[config.mk]
export PLATFORM = sky130hd
export DESIGN_NAME = lsu
export DESIGN_NICKNAME = d
export VERILOG_FILES = /design/src/rtl/lsu_pkg.sv /design/src/rtl/lsu_align.sv /design/src/rtl/lsu.sv
export SDC_FILE = /design/constraint.sdc
export NUM_CORES = 1
export LEC_CHECK = 0
export CAP_MARGIN = 20
export CORE_UTILIZATION = 50
export DETAILED_ROUTE_END_ITERATION = 6
export HOLD_SLACK_MARGIN = 0.03
export PLACE_DENSITY = 0.92
export SLEW_MARGIN = 20
export SYNTH_ARGS = -nofsm -noshare
export SYNTH_HDL_FRONTEND = slang
export SYNTH_SLANG_ARGS = --single-unit
[constraint.sdc]
create_clock -name clk_i -period 2.75 [get_ports clk_i]
set_input_delay 0.275 -clock clk_i [delete_from_list [all_inputs] [get_ports clk_i]]
set_output_delay 0.275 -clock clk_i [all_outputs]
set_load 0.03 [all_outputs]
[src/rtl/lsu_pkg.sv]
// Shared types and defaults for the load/store unit.
package lsu_pkg;

  localparam int unsigned MEM_BYTES_DEFAULT = 65536;
  localparam int unsigned TIMEOUT_DEFAULT   = 16;

  // Access width; encoding 2'b11 has no member and is rejected at accept.
  typedef enum logic [1:0] {
    SZ_B = 2'b00,
    SZ_H = 2'b01,
    SZ_W = 2'b10
  } size_t;

  typedef enum logic [2:0] {
    ST_IDLE  = 3'd0,
    ST_RD    = 3'd1,
    ST_MERGE = 3'd2,
    ST_WR    = 3'd3,
    ST_DONE  = 3'd4
  } lsu_state_t;

endpackage

[src/rtl/lsu_align.sv]
// Lane steering: extracts and extends a load result from a word, and merges
// sub-word store data into a word read back from memory.
module lsu_align
  import lsu_pkg::*;
(
  input  logic [31:0] word_i,
  input  logic [1:0]  lane_i,
  input  size_t       size_i,
  input  logic        unsigned_i,
  input  logic [31:0] wdata_i,
  output logic [31:0] load_o,
  output logic [31:0] merge_o
);

  logic [7:0]  byte_sel;
  logic [15:0] half_sel;

  // Pick the addressed lane and extend it to 32 bits.
  always_comb begin
    byte_sel = word_i[{lane_i, 3'b000} +: 8];
    half_sel = lane_i[1] ? word_i[31:16] : word_i[15:0];
    case (size_i)
      SZ_B:    load_o = {{24{~unsigned_i & byte_sel[7]}}, byte_sel};
      SZ_H:    load_o = {{16{~unsigned_i & half_sel[15]}}, half_sel};
      default: load_o = word_i;
    endcase
  end

  // Overwrite only the targeted lane(s); other bytes keep memory contents.
  always_comb begin
    merge_o = word_i;
    case (size_i)
      SZ_B: merge_o[{lane_i, 3'b000} +: 8] = wdata_i[7:0];
      SZ_H: begin
        if (lane_i[1]) merge_o[31:16] = wdata_i[15:0];
        else           merge_o[15:0]  = wdata_i[15:0];
      end
      default: merge_o = wdata_i;
    endcase
  end

endmodule

[src/rtl/lsu.sv]
// Load/store unit in front of a word-wide memory without byte enables.
// Sub-word stores are done as read, merge, write.
module lsu
  import lsu_pkg::*;
#(
  parameter int unsigned MEM_BYTES = MEM_BYTES_DEFAULT,
  parameter int unsigned TIMEOUT   = TIMEOUT_DEFAULT
) (
  input  logic        clk_i,
  input  logic        rst_ni,
  input  logic        req_i,
  input  logic        we_i,
  input  logic [1:0]  size_i,
  input  logic        unsigned_i,
  input  logic [31:0] addr_i,
  input  logic [31:0] wdata_i,
  output logic        busy_o,
  output logic        done_o,
  output logic        err_o,
  output logic [31:0] rdata_o,
  output logic        mem_re_o,
  output logic        mem_we_o,
  output logic [31:0] mem_addr_o,
  output logic [31:0] mem_wdata_o,
  input  logic [31:0] mem_rdata_i,
  input  logic        mem_ready_i
);

  localparam int unsigned   CW       = $clog2(TIMEOUT + 1);
  localparam logic [CW-1:0] CNT_LAST = CW'(TIMEOUT - 1);

  lsu_state_t    state_q, state_d;
  logic          we_q, we_d;
  size_t         size_q, size_d;
  logic          uns_q, uns_d;
  logic [31:0]   addr_q, addr_d;
  logic [31:0]   wdata_q, wdata_d;
  logic [31:0]   data_q, data_d;
  logic [31:0]   rdata_q, rdata_d;
  logic          err_q, err_d;
  logic [CW-1:0] cnt_q, cnt_d;

  logic          req_bad;
  logic          load_done;
  logic [31:0]   load_word;
  logic [31:0]   merge_word;

  // One steering block serves both the DONE extract and the MERGE step.
  lsu_align u_align (
    .word_i     (data_q),
    .lane_i     (addr_q[1:0]),
    .size_i     (size_q),
    .unsigned_i (uns_q),
    .wdata_i    (wdata_q),
    .load_o     (load_word),
    .merge_o    (merge_word)
  );

  // Classify the incoming request: illegal size, misalignment or out of range.
  always_comb begin
    case (size_i)
      2'b00:   req_bad = 1'b0;
      2'b01:   req_bad = addr_i[0];
      2'b10:   req_bad = |addr_i[1:0];
      default: req_bad = 1'b1;
    endcase
    if (addr_i >= MEM_BYTES) req_bad = 1'b1;
  end

  assign load_done = (state_q == ST_DONE) && !we_q && !err_q;

  // Next-state, request latch, memory data path and timeout counter.
  always_comb begin
    state_d = state_q;
    we_d    = we_q;
    size_d  = size_q;
    uns_d   = uns_q;
    addr_d  = addr_q;
    wdata_d = wdata_q;
    data_d  = data_q;
    rdata_d = load_done ? load_word : rdata_q;
    err_d   = err_q;
    cnt_d   = cnt_q;
    case (state_q)
      ST_IDLE, ST_DONE: begin
        state_d = ST_IDLE;
        if (req_i) begin
          we_d    = we_i;
          size_d  = size_t'(size_i);
          uns_d   = unsigned_i;
          addr_d  = addr_i;
          wdata_d = wdata_i;
          cnt_d   = '0;
          err_d   = req_bad;
          if (req_bad) begin
            state_d = ST_DONE;
          end else if (we_i && size_i == 2'b10) begin
            // Full-word store needs no read-back.
            data_d  = wdata_i;
            state_d = ST_WR;
          end else begin
            state_d = ST_RD;
          end
        end
      end
      ST_RD: begin
        if (mem_ready_i) begin
          data_d  = mem_rdata_i;
          state_d = we_q ? ST_MERGE : ST_DONE;
        end else if (cnt_q == CNT_LAST) begin
          err_d   = 1'b1;
          state_d = ST_DONE;
        end else begin
          cnt_d = cnt_q + CW'(1);
        end
      end
      ST_MERGE: begin
        data_d  = merge_word;
        cnt_d   = '0;
        state_d = ST_WR;
      end
      ST_WR: begin
        if (mem_ready_i) begin
          state_d = ST_DONE;
        end else if (cnt_q == CNT_LAST) begin
          err_d   = 1'b1;
          state_d = ST_DONE;
        end else begin
          cnt_d = cnt_q + CW'(1);
        end
      end
      default: state_d = ST_IDLE;
    endcase
  end

  // State registers; reset abandons any outstanding access at once.
  always_ff @(posedge clk_i or negedge rst_ni) begin
    if (!rst_ni) begin
      state_q <= ST_IDLE;
      we_q    <= 1'b0;
      size_q  <= SZ_B;
      uns_q   <= 1'b0;
      addr_q  <= '0;
      wdata_q <= '0;
      data_q  <= '0;
      rdata_q <= '0;
      err_q   <= 1'b0;
      cnt_q   <= '0;
    end else begin
      state_q <= state_d;
      we_q    <= we_d;
      size_q  <= size_d;
      uns_q   <= uns_d;
      addr_q  <= addr_d;
      wdata_q <= wdata_d;
      data_q  <= data_d;
      rdata_q <= rdata_d;
      err_q   <= err_d;
      cnt_q   <= cnt_d;
    end
  end

  assign busy_o      = (state_q == ST_RD) || (state_q == ST_MERGE) || (state_q == ST_WR);
  assign done_o      = (state_q == ST_DONE);
  assign err_o       = (state_q == ST_DONE) && err_q;
  assign rdata_o     = load_done ? load_word : rdata_q;
  assign mem_re_o    = (state_q == ST_RD);
  assign mem_we_o    = (state_q == ST_WR);
  assign mem_addr_o  = {addr_q[31:2], 2'b00};
  assign mem_wdata_o = data_q;

endmodule

# ---- Word-level counts from Yosys, hierarchy flattened
# Index checks and enable logic that the tools add are counted.
dict set report op_classes {
  eq_ne 17
  n_shift 3
  bitwise_logic 3
  addsub 2
  n_reduce_logical 22
  order_cmp 1
  n_mux 30
}
# cell n
set ops {}
lappend ops {{2-to-1 mux 32 bit} 5}
lappend ops {{case mux 32 bit (2 select lines)} 2}
lappend ops {{case mux 32 bit (3 select lines)} 1}
lappend ops {{2-to-1 mux 16 bit} 3}
lappend ops {{bitwise mux 32 bit} 1}
lappend ops {{>= comparator 32 x 17 -> 1 bit (second input constant)} 1}
lappend ops {{variable shift 8 x 7 -> 32 bit (first input constant)} 1}
lappend ops {{variable part select 32 x 6 -> 8 bit} 1}
lappend ops {{variable part select 8 x 7 -> 32 bit} 1}
lappend ops {{2-to-1 mux 3 bit} 6}
lappend ops {{2-to-1 mux 5 bit} 3}
lappend ops {{case mux 5 bit (3 select lines)} 1}
lappend ops {{case mux 3 bit (4 select lines)} 1}
lappend ops {{AND reduction 6 bit} 2}
lappend ops {{inequality test 2 bit (second input constant)} 5}
lappend ops {{AND reduction 4 bit} 2}
lappend ops {{negator 5 -> 7 bit} 1}
lappend ops {{== test 3 x 2 -> 1 bit (second input constant)} 2}
lappend ops {{inequality test 3 bit (second input constant)} 2}
lappend ops {{nonzero test 3 bit} 2}
lappend ops {{OR reduction 2 bit} 3}
lappend ops {{adder 5 x 1 -> 5 bit (second input constant)} 1}
lappend ops {{== test 5 x 4 -> 1 bit (second input constant)} 1}
lappend ops {{== test 2 x 1 -> 1 bit (second input constant)} 2}
lappend ops {{17 further kinds} 28}
dict set report word_totals {
  inputBits 104
  wordCells 89
  reg_bits 141
}

# ---- Longest topological paths before layout
# Gate-level depths: netlist (run 1).
dict set report logic_depth {
  word_depth 6
  ltp_mapped 9
  ltp_nobuf 7
}

# ---- By module
# A second synthesis (run 1) with hierarchy kept.
dict set report unflattened {
  hier_cells 912
  hier_area_um2 8186.6
}
# mod area_each_um2 cells_each instances seq_area_each_um2
set modules_own_cells {}
lappend modules_own_cells {lsu 6641.4 672 1 3528.4}
lappend modules_own_cells {lsu_align 1545.2 240 1 0.0}

# ---- Worst setup path before layout (run 1)
# Ideal clock, no wire load.
dict set report synth_timing {
  path_type {flip-flop to output port}
  from {register state_q[1]}
  to {output rdata_o[0]}
  stages_incl_launch_ff 8
  setup_slack_ns 0.321
  t_arrival_ns 2.154
  path_cell_list {dfrtp_1 > buf_2 > nor2_2 > nand2_1 > or3_1 > clkbuf_1 > clkbuf_1 > o21ai_0}
}
dict set report synth_via {
  elab_chain_len 4
}
# item line_no
set synth_lines {}
lappend synth_lines {{start, declared} lsu.sv:32} ;# lsu_state_t state_q, state_d;
lappend synth_lines {{start signal, assigned} lsu.sv:150} ;# state_q <= state_d;
lappend synth_lines {{== test 3 bit} lsu.sv:70} ;# assign load_done = (state_q == ST_DONE) && !we_q && !err_q;
lappend synth_lines {{logical AND 1 bit (2 in series)} lsu.sv:70}
lappend synth_lines {{2-to-1 mux 32 bit} lsu.sv:166} ;# assign rdata_o = load_done ? load_word : rdata_q;
lappend synth_lines {{end, declared} lsu.sv:20} ;# output logic [31:0] rdata_o,
# Every way passes these cells.

# ---- Worst setup path after layout (run 1)
dict set report layout_timing {
  from {register size_q[1]}
  to {output rdata_o[4]}
}
dict set report layout_via {
  elab_chain_len 3
  word_cells_on_any_way 4
}
# item line_no
set layout_lines {}
lappend layout_lines {{start, declared} lsu.sv:34} ;# size_t size_q, size_d;
lappend layout_lines {{start signal, assigned} lsu.sv:152} ;# size_q <= size_d;
lappend layout_lines {{== test 2 x 1 -> 1 bit / zero test 2 bit (equally long branches)} lsu_align.sv:22} ;# case (size_i)
lappend layout_lines {{case mux 32 bit (2 select lines) (*)} lsu_align.sv:22}
lappend layout_lines {{2-to-1 mux 32 bit (*)} lsu.sv:166}
# Mark *: on every way between the ends. The rest lies on a longest branch, timed or not.

==> flow_metrics.py, run 1 <==
metrics = {
    "sta": {
        "setup_viol": 0,
        "worst_slew_pin_slew_ns": 0.765,
        "period_share_pct": 97.0,
        "period_minus_slack_ns": 2.67,
        "hold_viol_final": 0,
        "relSlewSlack_pct": 49.0,
        "fin_worst_skew_ns": 0.00979,
        "maxSlewViolCount": 0,
        "rsz0062_at_grt": "no",
        "finalSetupTns_ns": 0,
        "fmax_mhz": 375,
    },
    "critical_path": {
        "r2r-end": "mem_wdata_o[30]",
        "r2r_start": "size_q[1]",
        "critPathMaxStageDelay_ns": 0.52,
        "startpoint_type": "flip-flop",
        "ff2ff_setup_slack_ns": 0.32,
        "end_kind": "primary output",
        "path_cells": "buf_4 > nand2b_2 > o22ai_1 > nand2_1 > o221ai_1 > o21ai_0 > buf_4",
        "arrival_ns": 2.39,
        "crit_family": "buffers and inverters",
        "crit_top_cell": "buf_4",
        "r2r_cells": 5,
        "crit_path_top_delay_cell": "dfrtp_1",
        "crit_type": "flip-flop to primary output",
        "worst-path-buf-inv": 2,
        "path_max_fanout": 17,
        "required_ns": 2.48,
    },
    "synth": {
        "synth_adder_area_share_pct": 1.10,
        "ys_seq_area_share_pct": 44.2,
        "async_flop_share_pct": 100,
        "synth_compound_area_share_pct": 20.6,
        "syn-instance-count": 934,
        "ys_ff_latch": 141,
        "ys_top_cells_by_count": "nand2_1 (268), dfrtp_1 (141), a21oi_1 (73)",
        "synth_edf_count": 0,
        "yosysTopAreaCellShare_pct": 44.2,
        "synth_top_family_by_area": "simple AND/OR/NAND/NOR gates",
        "synth_cell_type_count": 57,
        "ys.flop_type": "dfrtp_1",
        "yosys.area_share.simple_pct": 21.9,
        "synth.avg_cell_area_um2": 8.55,
        "yosys_warnings": 0,
        "yosysMostFrequentCell": "nand2_1",
        "synthXorXnorAreaFrac_pct": 0.110,
        "synthMuxAreaShare_pct": 4.80,
        "synth_area_leaders": "dfrtp_1 (44%), nand2_1 (13%), a21oi_1 (4.6%)",
        "synth.largest_area_cell": "dfrtp_1",
        "netlist_area_um2": 7980,
    },
    "routing": {
        "wire_per_inst_um": 20.1,
        "drc_errors": 0,
        "drt_iter0_drc": 1029,
        "drt_pass1_iterations": 6,
        "vias": 8054,
        "wl_met3_um": 2990,
        "routed_wl_um": 26400,
        "drt-met1-wl_um": 9830,
        "viasPerCell": 6.13,
        "drtAntennaViolNets": 0,
        "routed.top_layer": "met5",
        "route.met2.wl_um": 12400,
    },
    "floorplan": {
        "initial_core_util_pct": 51.9,
        "num_rows": 45,
        "dieArea_um2": 16500,
        "coreArea_um2": 15400,
        "die_w_um": 128,
        "ios": 205,
        "die_h_um": 128,
    },
    "placement": {
        "port_buffers": 202,
        "gp_congestion": 0.972,
        "dp_hpwl_um": 18500,
    },
    "pwr": {
        "intPower_w": 0.00415,
        "seqPwrFrac_pct": 39.5,
        "power.density_nw_per_um2": 551,
        "pwr-share-comb_pct": 18.2,
        "clockPowerShare_pct": 42.3,
        "vdd_drop_max_mv": 0.460,
        "power_switching_share_pct": 29.0,
        "switching_power_w": 0.00169,
        "p_leak_nw": 4.74,
    },
    "global_routing": {
        "grt_pass1_wl_um": 41800,
        "grt_pass1_vias": 7864,
        "grt_usage_pct": 33.5,
        "grt_max_degree": 68,
        "antenna_found_initial": 2,
        "grt.overflow.total": 0,
    },
    "worst_hold_path": {
        "hold_depth": 3,
        "hold_start": "addr_i[5]",
        "holdPathEnd": "addr_q[5]",
        "hold_class": "input pin to flip-flop",
    },
    "cells_and_area": {
        "utilization_pct": 69.0,
        "layout-drive-gt1-share_pct": 12.3,
        "nets": 1200,
        "area_growth_pct": 32.8,
    },
    "clock_tree": {
        "worstSkewPairLatency_ns": 0.43,
        "cts_buffer_depth": 2,
        "clockRootBuffer": "clkbuf_16",
        "htree_levels": 4,
        "path_clk_slew_ns": 0.07,
        "cts_buffers": 17,
        "clock-sinks": 141,
        "cts_tree": "done",
    },
    "status": {
        "outcome": "completed",
    },
    "job": {
        "cap_viol_max_count": 0,
    },
}
==> cell type report <==
| class | instances | area [um2] |
|---|---|---|
| fill | 1151 | 4770 |
| clock buffer | 19 | 453 |
| timing repair buffer | 236 | 2240 |
| tap | 211 | 264 |
| antenna | 1 | 2.50 |
| multi-input combinational | 684 | 3900 |
| sequential | 141 | 3530 |
| clock inverter | 13 | 180 |
| inverter | 9 | 33.8 |
==> logic make-up after synthesis <==
kind of cell	count (synthesis)
other	1
AO/OA/AOI/OAI	244
multiplexers	26
flip-flops	141
XOR/XNOR	1
AND/OR/NAND/NOR	404
buffers and inverters	110
adder cells (fa/ha/maj)	7
==> sequential cells by signal, indices dropped and copies added, names as in the netlist, 2 cells and up <==
name and cells:
state_q 3, size_q 2, mem_wdata_o 32, addr_q 32
rdata_q 32, cnt_q 5, wdata_q 32
==> worst max-delay path by stage <==
stage	end	slack (ns)	depth (start not counted)	from
2_1_floorplan	rdata_o[0]	0.32	7	state_q[1]
6_report	rdata_o[4]	0.08	7	size_q[1]
4_1_cts	rdata_o[15]	0.03	7	addr_q[1]
3_3_place_gp	mem_wdata_o[1]	0.44	6	addr_i[28]
5_1_grt	rdata_o[13]	0.0007	6	state_q[1]
3_5_place_dp	mem_wdata_o[4]	0.37	6	addr_i[31]
==> power groups by stage <==
stage | Sequential (W) | Clock [W] | Combinational (W)
6_report | 0.00231 | 0.00247 | 0.00107
5_1_grt | 0.00232 | 0.00258 | 0.00116
4_1_cts | 0.00230 | 0.00247 | 0.00106
3_5_place_dp | 0.00233 | 0 | 0.00105
3_3_place_gp | 0.00233 | 0 | 0.00103
2_1_floorplan | 0.00229 | 0 | 0.000645
==> worst min-delay path, cell delays in order <==
cell             delay, ns
clkdlybuf4s50_1       0.40
nand2_1               0.06
nand2_1               0.04
==> cells in the final DEF, fill, tap and decap left out, drive strengths merged, types with 3 or more instances in the layout <==
cell type	n
clkbuf	19
o21ai	38
nand2b	11
clkdlybuf4s50	168
buf	67
bufinv	3
inv	13
o221ai	24
mux2	18
o22ai	8
and2	3
nor3	12
dfrtp	141
nor2	53
clkinv	4
nor4	5
nand2	269
a21oi	73
ha	7
or3	3
a31oi	15
a32oi	7
nor2b	36
nand3	3
a221oi	22
a211oi	11
a22o	8
a22oi	23
mux4	8
a221o	7
==> layer usage <==
metal	vias up	global-route usage [%]
li1	3569	-
met1	3816	41.9
met2	560	52.8
met3	107	9.19
met4	2	18.5
met5	-	0
==> through the flow <==
stage	setup slack, ns	instances	instance area, um2	total power, W	hold WS (ns)
floorplan	0.321	935	7990	0.00293	-0.0206
global placement	0.442	1279	9920	0.00336	0.328
detailed placement	0.366	1279	9920	0.00338	0.315
CTS	0.0265	1312	10600	0.00583	0.365
global route	0.000693	1314	10600	0.00605	0.376
finish	0.0824	1314	10600	0.00584	0.370
==> repair_timing <==
| action | CTS | global route |
|---|---|---|
| pin swaps | 0 | 1 |
| buffers inserted | 0 | 1 |
| setup endpoints to repair | 12 | 32 |
| endpoints found under the hold margin | 64 | 0 |
| hold buffers | 1 | 0 |
| resized for setup | 1 | 8 |
Power figures use the tool's default switching activity.
==> inputs of run 2 (changes only) <==
--- a/config.mk
+++ b/config.mk
@@ -6,10 +6,12 @@
 export NUM_CORES = 1
 export LEC_CHECK = 0
 export CAP_MARGIN = 20
-export CORE_UTILIZATION = 50
+export CELL_PAD_IN_SITES_DETAIL_PLACEMENT = 1
+export CELL_PAD_IN_SITES_GLOBAL_PLACEMENT = 1
+export CORE_UTILIZATION = 37
 export DETAILED_ROUTE_END_ITERATION = 6
 export HOLD_SLACK_MARGIN = 0.03
-export PLACE_DENSITY = 0.92
+export PLACE_DENSITY = 0.93
 export SLEW_MARGIN = 20
 export SYNTH_ARGS = -nofsm -noshare
 export SYNTH_HDL_FRONTEND = slang
==> flow_metrics.py, run 2 (same netlist as run 1, synthesis figures left out) <==
metrics = {
    "cells_and_area": {
        "area_growth_pct": 34.2,
        "stdcell_area_um2": 10700,
        "layout-drive-gt1-share_pct": 12.5,
        "n_antenna_cell": 0,
        "fillCellCount": 2442,
        "final_common_cell": "nand2_1",
        "nets": 1199,
        "fin_cells": 1376,
        "final_cell_mix": "nand2_1 (267), clkdlybuf4s50_1 (167), dfrtp_1 (141)",
    },
    "global_routing": {
        "antenna_found_initial": 0,
        "grt_usage_pct": 28.2,
        "grt_max_degree": 65,
        "grt.overflow.total": 0,
        "grt_pass1_vias": 8561,
        "grt_pass1_wl_um": 47700,
    },
    "floorplan": {
        "coreArea_um2": 21100,
        "die_h_um": 149,
        "num_rows": 53,
        "dieArea_um2": 22200,
        "ios": 205,
        "die_w_um": 149,
        "initial_core_util_pct": 37.8,
    },
    "critical_path": {
        "required_ns": 2.48,
        "crit_type": "flip-flop to primary output",
        "r2r_start": "state_q[1]",
        "end_kind": "primary output",
        "ff2ff_setup_slack_ns": 0.29,
        "crit_path_top_delay_cell": "dfrtp_1",
        "arrival_ns": 2.43,
        "crit_family": "compound AO/OA/AOI/OAI gates",
        "worst-path-buf-inv": 3,
        "critPathMaxStageDelay_ns": 0.39,
        "path_max_fanout": 16,
        "path_cells": "buf_6 > mux4_2 > nand2_1 > a211oi_2 > nor2_4 > buf_12 > a21oi_1 > buf_4",
        "crit_path_start": "addr_q[0]",
        "startpoint_type": "flip-flop",
    },
    "pwr": {
        "vdd_drop_max_mv": 0.468,
        "total_power_w": 0.00577,
        "power.density_nw_per_um2": 539,
        "p_leak_nw": 4.74,
    },
    "clock_tree": {
        "clock-sinks": 141,
        "cts_tree": "done",
        "clockRootBuffer": "clkbuf_16",
        "cts_buffer_depth": 2,
        "htree_levels": 4,
        "path_clk_slew_ns": 0.07,
        "cts_buffers": 17,
        "worstSkewPairLatency_ns": 0.43,
    },
    "routing": {
        "wire_per_inst_um": 22.1,
        "viasPerCell": 5.86,
        "vias": 8067,
        "drt_iter0_drc": 605,
        "drt_pass1_iterations": 7,
        "drtAntennaViolNets": 0,
        "drc_errors": 2,
        "routed_wl_um": 30400,
    },
    "sta": {
        "worst_slew_pin_slew_ns": 0.762,
        "hold_viol_final": 0,
        "fmax_mhz": 369,
        "fin_worst_skew_ns": 0.0121,
        "setup_viol": 0,
        "period_minus_slack_ns": 2.71,
        "worst_slack_ns": 0.0400,
        "relSlewSlack_pct": 49.1,
        "maxSlewViolCount": 0,
        "final.hold.worst_slack_ns": 0.370,
        "period_share_pct": 98.5,
    },
    "placement": {
        "port_buffers": 202,
        "gp_congestion": 0.922,
        "place_ws_ns": 0.229,
        "dp_hpwl_um": 21500,
        "dp_cells": 1342,
        "dpl_cell_area_um2": 10000,
    },
    "worst_hold_path": {
        "hold_start": "addr_i[15]",
        "hold_class": "input pin to flip-flop",
    },
    "job": {
        "cap_viol_max_count": 0,
    },
    "status": {
        "outcome": "complete, but fails checks",
        "violations": "design-rule violations",
    },
}
==> run 2: worst register-to-register path: cells and delay by family, from the launching register on <==
kind | cells | cell delay (ns)
compound gates | 2 | 0.28
buf+inv | 2 | 0.85
simple gates | 2 | 0.83
flops | 1 | 0.40
==> run 2: repair_timing <==
item	in CTS	in global routing
endpoints found under the setup margin	24	29
pin swaps	1	0
endpoints found under the hold margin	57	0
resized for setup	2	16
buffers inserted	1	0
hold buffers	1	0
==> run 2: worst paths after layout <==
path,to,depth (start not counted)
max,rdata_o[20],8
min in group asynchronous,uns_q,2
max reg2reg,mem_wdata_o[12],6
min reg2reg,addr_q[11],2
min,addr_q[15],3
max in group asynchronous,addr_q[12],3
==> run 2: routing by layer <==
layer | wire length [um] | vias up | part of all wire (%) | GRT usage (%)
li1 | - | 3560 | - | -
met1 | 11600 | 3935 | 38 | 33.8
met2 | 14200 | 458 | 47 | 45.3
met3 | 3070 | 114 | 10 | 7.89
met4 | 1560 | 0 | 5.1 | 16.6
met5 | 0 | - | 0 | 0
==> run 2: layout make-up <==
cell class                      count  area, um2  share of cell area, %
Clock inverter                     15        169                   1.58
Tap cell                          275        344                   3.21
Inverter                            9       33.8                  0.315
Multi-Input combinational cell    684       3930                   36.7
Timing Repair Buffer              235       2280                   21.3
Clock buffer                       17        425                   3.97
Sequential cell                   141       3530                   32.9
==> run 2: where the power goes <==
part | switching [W] | internal (W) | leakage, nW
Sequential | 0.000113 | 0.00220 | 1.82
Clock | 0.00106 | 0.00129 | 0.283
Combinational | 0.000650 | 0.000459 | 2.63
Total | 0.00182 | 0.00395 | 4.74
==> run 2: per-stage QoR <==
stage          setup TNS (ns)  utilization [%]
2_1_floorplan               0                -
3_3_place_gp                0             47.6
3_5_place_dp                0             47.6
4_1_cts                     0             50.6
5_1_grt               -0.0600             50.8
6_report                    0             50.8
==> variant (config.mk and constraints of run 1) <==
Reset style: synchronous (`rst_ni`), changed in one clocked block.
--- a/src/rtl/lsu.sv
+++ b/src/rtl/lsu.sv
@@ -136,3 +136,3 @@
   // State registers; reset abandons any outstanding access at once.
-  always_ff @(posedge clk_i or negedge rst_ni) begin
+  always_ff @(posedge clk_i) begin
     if (!rst_ni) begin
Function: differs if rst_ni is asserted again (counterexample within 4 cycles, from zero or initial values and one cycle with rst_ni low); with rst_ni held inactive, the same outputs for 4 cycles.
==> variant against run 1 <==
  * Total power shrank 3.4%
  * Cell area decreased by 2.3%
  * Critical path type unchanged
  * Sequential cell count did not move
  * Critical path depth shrank 1
  * Largest power group unchanged
  * Area after synthesis is 3.0% lower
  * Critical endpoint is now rdata_o[16]
  * Worst setup slack lost 0.051 ns
  * Non-clock buffer count grew 7
  * Synthesized cell count up 2.5%
  * Hold slack gained 0.022 ns
  * Routed wire length down 4.0%
==> variant: results (changes against run 1) <==
| Metric | Value |
|---|---|
| Seq group | `2170 uW (was 2310 uW)` |
| Fin crit period | `2.72 ns (was 2.67 ns)` |
| Via count | `8041 (was 8054)` |
| Met1 usage | `38.9% (was 41.9%)` |
| Status | `finished clean (unchanged)` |
| Setup bufs post-CTS | `1 (was 0)` |
| Worst Tran Pin Value | `1.02 ns (was 0.765 ns)` |
| NetSw | `1410 uW (was 1690 uW)` |
| DR top layer | `met4 (was met5)` |
| Share of async-settable or async-resettable flops after synthesis | `0% (was 100%)` |
| Routed wl met3 | `2570 um (was 2990 um)` |
| Vias in the first global route | `7566 (was 7864)` |
| Dpl cell area | `9670 um2 (was 9920 um2)` |
| Adder-cell share of the synthesized area | `1.13% (was 1.10%)` |
| Post-Synth XOR/XNOR Area | `0% (was 0.110%)` |
| RD Place Congestion | `0.939 (was 0.972)` |
| Leak pwr | `0.00408 uW (was 0.00474 uW)` |
| Seq/Total Area, Yosys | `36.5% (was 44.2%)` |
| WL per Instance | `19.4 um (was 20.1 um)` |
| NumNets Final | `1220 (was 1200)` |
| Peak VDD IR | `0.412 mV (was 0.460 mV)` |
| Iter 0 DRT Violations | `758 (was 1029)` |
| Routed met1 length | `10100 um (was 9830 um)` |
| Comb power | `855 uW (was 1070 uW)` |
| Pre-CTS setup slack | `0.171 ns (was 0.366 ns)` |
variant: cell count changes after synthesis, sizes merged, moves of 19 or more:
cell | before | now
dfxtp | 0 | 141
nand2 | 269 | 176
clkbuf | 40 | 63
o221ai | 24 | 1
dfrtp | 141 | 0
nor2b | 36 | 17
a21oi | 73 | 110
a22o | 8 | 33
and2 | 3 | 37
variant: final cells by class:
cell class | count | area (um2) | area share, %
flip-flops and latches | 141 | 2820 | 27.3
clock inverters | 11 | 215 | 2.08
multi-input cells | 689 | 4270 | 41.2
repair buffers | 243 | 2300 | 22.2
inverters | 17 | 67.6 | 0.652
well taps | 188 | 235 | 2.27
clock buffers | 19 | 453 | 4.37
variant: worst max-delay path: stages, from the launching register on:
cell,delay [ns]
dfxtp_2,0.35
buf_6,0.22
mux2_2,0.40
a311oi_4,0.44
clkbuf_16,0.24
a21oi_1,0.08
clkdlybuf4s15_2,0.29
